`config.mk`:
```
export PLATFORM = sky130hd
export DESIGN_NAME = tile_feed_sequencer_a
export DESIGN_NICKNAME = d
export VERILOG_FILES = /design/src/rtl/systolic_pkg.sv /design/src/rtl/nested_iter_counter.sv /design/src/rtl/tile_feed_sequencer_a.sv
export SDC_FILE = /design/constraint.sdc
export NUM_CORES = 1
export LEC_CHECK = 0
export CORE_MARGIN = 8
export CORE_UTILIZATION = 50
export DETAILED_ROUTE_END_ITERATION = 8
export GPL_TIMING_DRIVEN = 0
export HOLD_SLACK_MARGIN = 0.1
export PLACE_DENSITY_LB_ADDON = 0.3
export SLEW_MARGIN = 20
export SYNTH_ARGS = -nofsm -noshare
export SYNTH_HDL_FRONTEND = slang
export SYNTH_SLANG_ARGS = --single-unit
```
`constraint.sdc`:
```
create_clock -name clk -period 3.8 [get_ports clk]
set_input_delay 0.76 -clock clk [delete_from_list [all_inputs] [get_ports clk]]
set_output_delay 0.76 -clock clk [all_outputs]
set_load 0.05 [all_outputs]
```
`src/rtl/systolic_pkg.sv`:
```
// Shared definitions for the systolic array feed sequencers.
package systolic_pkg;

  localparam int CNT_WIDTH_DEF = 16;

  typedef enum logic [2:0] {
    ST_IDLE   = 3'd0,
    ST_WAIT   = 3'd1,
    ST_STREAM = 3'd2,
    ST_DRAIN  = 3'd3,
    ST_DONE   = 3'd4
  } seq_state_e;

  // Width of a row count that must hold the value array_n itself.
  function automatic int num_rows_w(input int array_n);
    return $clog2(array_n) + 1;
  endfunction

endpackage

```
`src/rtl/nested_iter_counter.sv`:
```
// Two-level wrap counter: iter_i runs inner, iter_t advances when iter_i wraps.
// wrap_i and last describe the current position so the owner can decide what
// the next advance does before it happens.
module nested_iter_counter
  import systolic_pkg::*;
#(
  parameter int CNT_WIDTH = CNT_WIDTH_DEF
) (
  input  logic                 clk,
  input  logic                 reset,
  input  logic                 clear,
  input  logic                 advance,
  input  logic [CNT_WIDTH-1:0] max_i,
  input  logic [CNT_WIDTH-1:0] max_t,
  output logic                 wrap_i,
  output logic                 last
);

  logic [CNT_WIDTH-1:0] iter_i_d, iter_i_q;
  logic [CNT_WIDTH-1:0] iter_t_d, iter_t_q;

  assign wrap_i = (iter_i_q == (max_i - CNT_WIDTH'(1)));
  assign last   = wrap_i && (iter_t_q == (max_t - CNT_WIDTH'(1)));

  // Next position: clear to the origin, or step the inner index with carry.
  always_comb begin
    iter_i_d = iter_i_q;
    iter_t_d = iter_t_q;
    if (clear) begin
      iter_i_d = '0;
      iter_t_d = '0;
    end else if (advance) begin
      if (wrap_i) begin
        iter_i_d = '0;
        iter_t_d = iter_t_q + CNT_WIDTH'(1);
      end else begin
        iter_i_d = iter_i_q + CNT_WIDTH'(1);
      end
    end else begin
      iter_i_d = iter_i_q;
      iter_t_d = iter_t_q;
    end
  end

  // Position registers.
  always_ff @(posedge clk) begin
    if (reset) begin
      iter_i_q <= '0;
      iter_t_q <= '0;
    end else begin
      iter_i_q <= iter_i_d;
      iter_t_q <= iter_t_d;
    end
  end

endmodule

```
`src/rtl/tile_feed_sequencer_a.sv`:
```
// Operand-A tile sequencer: walks the (iter_t, iter_i) tile loop and drives the
// A address generator with on/base_addr/num_rows, holding the address inputs
// until the skewed wavefront of the last array row has drained.
module tile_feed_sequencer_a
  import systolic_pkg::*;
#(
  parameter int ADDR_WIDTH = 16,
  parameter int ARRAY_N    = 8,
  parameter int CNT_WIDTH  = CNT_WIDTH_DEF
) (
  input  logic                              clk,
  input  logic                              reset,
  input  logic                              start,
  input  logic [CNT_WIDTH-1:0]              cfg_depth,
  input  logic [CNT_WIDTH-1:0]              cfg_iter_i,
  input  logic [CNT_WIDTH-1:0]              cfg_iter_t,
  input  logic [CNT_WIDTH-1:0]              cfg_rows,
  input  logic                              tile_ready,
  output logic                              on,
  output logic [ADDR_WIDTH-1:0]             base_addr,
  output logic [num_rows_w(ARRAY_N)-1:0]    num_rows,
  output logic                              busy,
  output logic                              done
);

  localparam int NRW = num_rows_w(ARRAY_N);

  seq_state_e           state_d, state_q;
  logic [CNT_WIDTH-1:0] depth_d, depth_q;
  logic [CNT_WIDTH-1:0] max_i_d, max_i_q;
  logic [CNT_WIDTH-1:0] max_t_d, max_t_q;
  logic [CNT_WIDTH-1:0] rows_rem_d, rows_rem_q;
  logic [CNT_WIDTH-1:0] phase_d, phase_q;
  logic [ADDR_WIDTH-1:0] base_addr_d, base_addr_q;
  logic [NRW-1:0]       num_rows_d, num_rows_q;
  logic                 on_d, on_q;
  logic                 busy_d, busy_q;
  logic                 done_d, done_q;
  logic                 ctr_clear_s, ctr_adv_s, wrap_i_s, last_s;

  // Rows for the current tile: at most a full array, never below one row.
  function automatic logic [NRW-1:0] rows_clamp(input logic [CNT_WIDTH-1:0] rem);
    if (rem == '0) begin
      return NRW'(1);
    end else if (rem >= CNT_WIDTH'(ARRAY_N)) begin
      return NRW'(ARRAY_N);
    end else begin
      return NRW'(rem);
    end
  endfunction

  nested_iter_counter #(.CNT_WIDTH(CNT_WIDTH)) u_iter (
    .clk     (clk),
    .reset   (reset),
    .clear   (ctr_clear_s),
    .advance (ctr_adv_s),
    .max_i   (max_i_q),
    .max_t   (max_t_q),
    .wrap_i  (wrap_i_s),
    .last    (last_s)
  );

  // Next-state, accumulator updates and registered-output decode.
  always_comb begin
    state_d     = state_q;
    depth_d     = depth_q;
    max_i_d     = max_i_q;
    max_t_d     = max_t_q;
    rows_rem_d  = rows_rem_q;
    phase_d     = phase_q;
    base_addr_d = base_addr_q;
    num_rows_d  = num_rows_q;
    ctr_clear_s = 1'b0;
    ctr_adv_s   = 1'b0;
    done_d      = 1'b0;
    case (state_q)
      ST_IDLE: begin
        if (start) begin
          depth_d     = cfg_depth;
          max_i_d     = cfg_iter_i;
          max_t_d     = cfg_iter_t;
          rows_rem_d  = cfg_rows;
          base_addr_d = '0;
          ctr_clear_s = 1'b1;
          if ((cfg_depth == '0) || (cfg_iter_i == '0) || (cfg_iter_t == '0)) begin
            state_d = ST_DONE;
          end else begin
            num_rows_d = rows_clamp(cfg_rows);
            state_d    = ST_WAIT;
          end
        end else begin
          state_d = ST_IDLE;
        end
      end
      ST_WAIT: begin
        if (tile_ready) begin
          phase_d = '0;
          state_d = ST_STREAM;
        end else begin
          state_d = ST_WAIT;
        end
      end
      ST_STREAM: begin
        if (phase_q == (depth_q - CNT_WIDTH'(1))) begin
          phase_d = '0;
          state_d = ST_DRAIN;
        end else begin
          phase_d = phase_q + CNT_WIDTH'(1);
        end
      end
      ST_DRAIN: begin
        // Address inputs must stay put until the last row's skewed enable ends.
        if (phase_q == CNT_WIDTH'(ARRAY_N - 1)) begin
          if (last_s) begin
            done_d  = 1'b1;
            state_d = ST_DONE;
          end else begin
            ctr_adv_s   = 1'b1;
            base_addr_d = base_addr_q + ADDR_WIDTH'(depth_q);
            if (wrap_i_s) begin
              rows_rem_d = (rows_rem_q >= CNT_WIDTH'(ARRAY_N)) ?
                           (rows_rem_q - CNT_WIDTH'(ARRAY_N)) : '0;
            end else begin
              rows_rem_d = rows_rem_q;
            end
            num_rows_d = rows_clamp(rows_rem_d);
            state_d    = ST_WAIT;
          end
        end else begin
          phase_d = phase_q + CNT_WIDTH'(1);
        end
      end
      ST_DONE: begin
        // A drained run already pulsed done on entry; a zero-config run pulses here.
        done_d  = !done_q;
        state_d = ST_IDLE;
      end
      default: begin
        state_d = ST_IDLE;
      end
    endcase
    on_d   = (state_d == ST_STREAM);
    busy_d = (state_d == ST_WAIT) || (state_d == ST_STREAM) || (state_d == ST_DRAIN) ||
             ((state_d == ST_DONE) && !done_d);
  end

  // State, configuration, accumulators and output registers.
  always_ff @(posedge clk) begin
    if (reset) begin
      state_q     <= ST_IDLE;
      depth_q     <= '0;
      max_i_q     <= '0;
      max_t_q     <= '0;
      rows_rem_q  <= '0;
      phase_q     <= '0;
      base_addr_q <= '0;
      num_rows_q  <= '0;
      on_q        <= 1'b0;
      busy_q      <= 1'b0;
      done_q      <= 1'b0;
    end else begin
      state_q     <= state_d;
      depth_q     <= depth_d;
      max_i_q     <= max_i_d;
      max_t_q     <= max_t_d;
      rows_rem_q  <= rows_rem_d;
      phase_q     <= phase_d;
      base_addr_q <= base_addr_d;
      num_rows_q  <= num_rows_d;
      on_q        <= on_d;
      busy_q      <= busy_d;
      done_q      <= done_d;
    end
  end

  assign on        = on_q;
  assign base_addr = base_addr_q;
  assign num_rows  = num_rows_q;
  assign busy      = busy_q;
  assign done      = done_q;

endmodule

```
==> flow_summary.json <==
{
  "coreArea_um2": 16600,
  "cts_hold_buf": 0,
  "p_leak_nw": 3.95,
  "synth_common_cells": "nand2_1 (167), dfxtp_1 (138), nor2_1 (117)",
  "syn_area_um2": 8540,
  "end_kind": "flop",
  "rows": 47,
  "critPathMaxFanout": 9,
  "postRouteAntennaNets": 0,
  "dp_slack_ps": -454,
  "ys_seq_area_share_pct": 32.3,
  "cts_buffer_depth": 2,
  "fin_crit_ps": 3790,
  "cts_root_buffer": "clkbuf_16",
  "clkTransAtPathRegs_ps": 60,
  "dr.pass1.iters": 5,
  "cts.htree.levels": 4,
  "maxClockFrequency_mhz": 264,
  "synth.distinct_cells": 87,
  "peakVddDrop_mv": 0.343,
  "multi_input_area_um2": 5610,
  "fin_area_um2": 10600,
  "grt.total_usage_pct": 22.8,
  "regArea_um2": 2770,
  "setup_violations": 0,
  "drt_iter0_drc": 715,
  "drive_above_1_share_pct": 9.11,
  "syn_inst": 1109,
  "crit_arrival_ps": 4100,
  "start_kind": "flop",
  "cp.required_ps": 4110,
  "whs_ps": 472,
  "syn_nets": 1200,
  "clk_latency_ps": 420,
  "diodes": 0,
  "fin_crit_sh_pct": 99.7,
  "cts_tree": "done",
  "hold_viol_final": 0,
  "avgSynthCellArea_um2": 7.70,
  "setup_slack_ps": 12.7,
  "hp-class": "reg -> reg",
  "routed-via-count": 8767,
  "nets": 1321,
  "skew_ps": 8.89,
  "powerDensity_nw_per_um2": 403,
  "yosys.area.top_type": "dfxtp_1",
  "clock-sinks": 138,
  "drt-met1-wl_mm": 11.8,
  "worstMarginPinSlew_ps": 1060,
  "yosys.cell_count.top_type": "nand2_1",
  "port_buffers": 89,
  "synthTopCellsByArea": "dfxtp_1 (32%), nand2_1 (7.3%), a21oi_1 (5.7%)",
  "yosysTopAreaCellShare_pct": 32.3,
  "syn2layout_area_growth_pct": 24.4,
  "max_slew_margin_pct": 28.5,
  "grt_pass1_wl_mm": 40.7,
  "grt_max_degree": 17,
  "pin_count": 91,
  "timing_max_transition_violations_final": 0,
  "fillerInstances": 1444,
  "dr_wl_met3_mm": 1.89,
  "die-area_um2": 21500,
  "dp_hpwl_mm": 18.7,
  "synth_ff_type": "dfxtp_1",
  "cts_buffers": 17,
  "detail_route.wl_per_cell_um": 17.7,
  "synth_seq_cells": 138,
  "synth_edf_count": 0,
  "grt_pass1_vias": 8065,
  "antenna_found_initial": 0,
  "overflow": 0,
  "async_reset_ff_share_pct": 0,
  "vias_per_cell": 6.00,
  "routed.top_layer": "met4",
  "dpl_cell_area_um2": 9710,
  "drc": 0,
  "globalplace.congestion": 0.943,
  "start_util_pct": 51.3,
  "die_h_um": 147,
  "routed_wirelength_mm": 25.8,
  "synth_warnings": 0,
  "path_class": "reg -> reg",
  "wl_met2_mm": 11.7,
  "status": "finished, final reports clean",
  "die_x_um": 147,
  "maxCapViolCount": 0
}
critical path, stage by stage (launching register included):
cell     delay (ps)
dfxtp_1         400
nor4_4          480
nand4_1         230
and3_2          240
nor2_1          780
nor3_4          210
a32oi_1         460
nand4_2         210
nor4_4          250
buf_4           170
nor3_1           40
o21ba_2         220
routing by layer:
layer,vias up,global-route usage (%)
li1,4251,-
met1,4095,30.7
met2,374,35.9
met3,47,4.88
met4,0,6.29
met5,-,0
final cells by class:
class / count / share of cell area [%]
buffer: 59 / 2.59
multi-input combinational: 893 / 52.8
clock buffer: 23 / 4.59
timing repair buffer: 104 / 9.44
inverter: 17 / 0.600
tap: 220 / 2.59
sequential: 138 / 26.0
clock inverter: 7 / 1.31
flip-flops by register name, summed over array words and instances, names as in the netlist:
| name | count |
|---|---|
| busy | 1 |
| rows_rem_q | 16 |
| max_i_q | 16 |
| base_addr | 16 |
| done | 1 |
| depth_q | 16 |
| state_q | 3 |
| u_iter.iter_i_q | 16 |
| phase_q | 16 |
| num_rows | 4 |
| on | 1 |
| max_t_q | 16 |
| u_iter.iter_t_q | 16 |
final timing paths:
kind | startpoint | end | slack (ps) | cells past startpoint
setup / recovery | max_i_q[3] | num_rows[3] | 10 | 11
hold / removal | base_addr[6] | base_addr[6] | 470 | 2
setup reg to reg | max_i_q[3] | num_rows[3] | 10 | 11
hold reg to reg | base_addr[6] | base_addr[6] | 470 | 2
cell usage in the layout, fill, tap and decap left out, types with 15 or more instances in the layout:
| cell | n |
|---|---|
| nand2_1 | 167 |
| dfxtp_1 | 134 |
| nor2_1 | 117 |
| a21oi_1 | 98 |
| clkdlybuf4s50_1 | 89 |
| xnor2_1 | 53 |
| xor2_1 | 48 |
| clkbuf_1 | 47 |
| nand3_1 | 44 |
| nor3_1 | 38 |
| nand4_1 | 31 |
| o21ai_0 | 30 |
| nor4_1 | 22 |
| ha_1 | 21 |
| inv_1 | 17 |
| mux2i_1 | 17 |
| clkbuf_16 | 17 |
| buf_4 | 16 |
| and3_1 | 15 |
repair_timing:
action                     in CTS  in global routing
buffers inserted                9                  6
pin swaps                       2                  7
setup endpoints to repair      75                 62
gates resized for setup        13                 24
cell families after synthesis:
family	after synthesis	synth area share, %
fa+ha+maj	23	3.46
mux	18	2.11
flops	138	32.3
simple gates	530	31.0
buf+inv	78	3.98
compound gates	221	16.8
xor+xnor	101	10.4
where the power goes:
part	total [W]	switching, W	internal (W)
combinational	0.000909	0.000540	0.000368
clock	0.00178	0.000619	0.00116
sequential	0.00159	0.0000856	0.00151
through the flow:
stage	std cells	util (%)	setup TNS, ps	total power [W]
4_1_cts	1457	62.9	0	0.00422
5_1_grt	1461	63.9	-452	0.00445
2_1_floorplan	1109	-	0	0.00217
6_report	1461	63.9	0	0.00428
3_3_place_gp	1418	58.3	-12510	0.00242
3_5_place_dp	1418	58.3	-14200	0.00243
No activity file was read; power rests on OpenSTA's default activity.
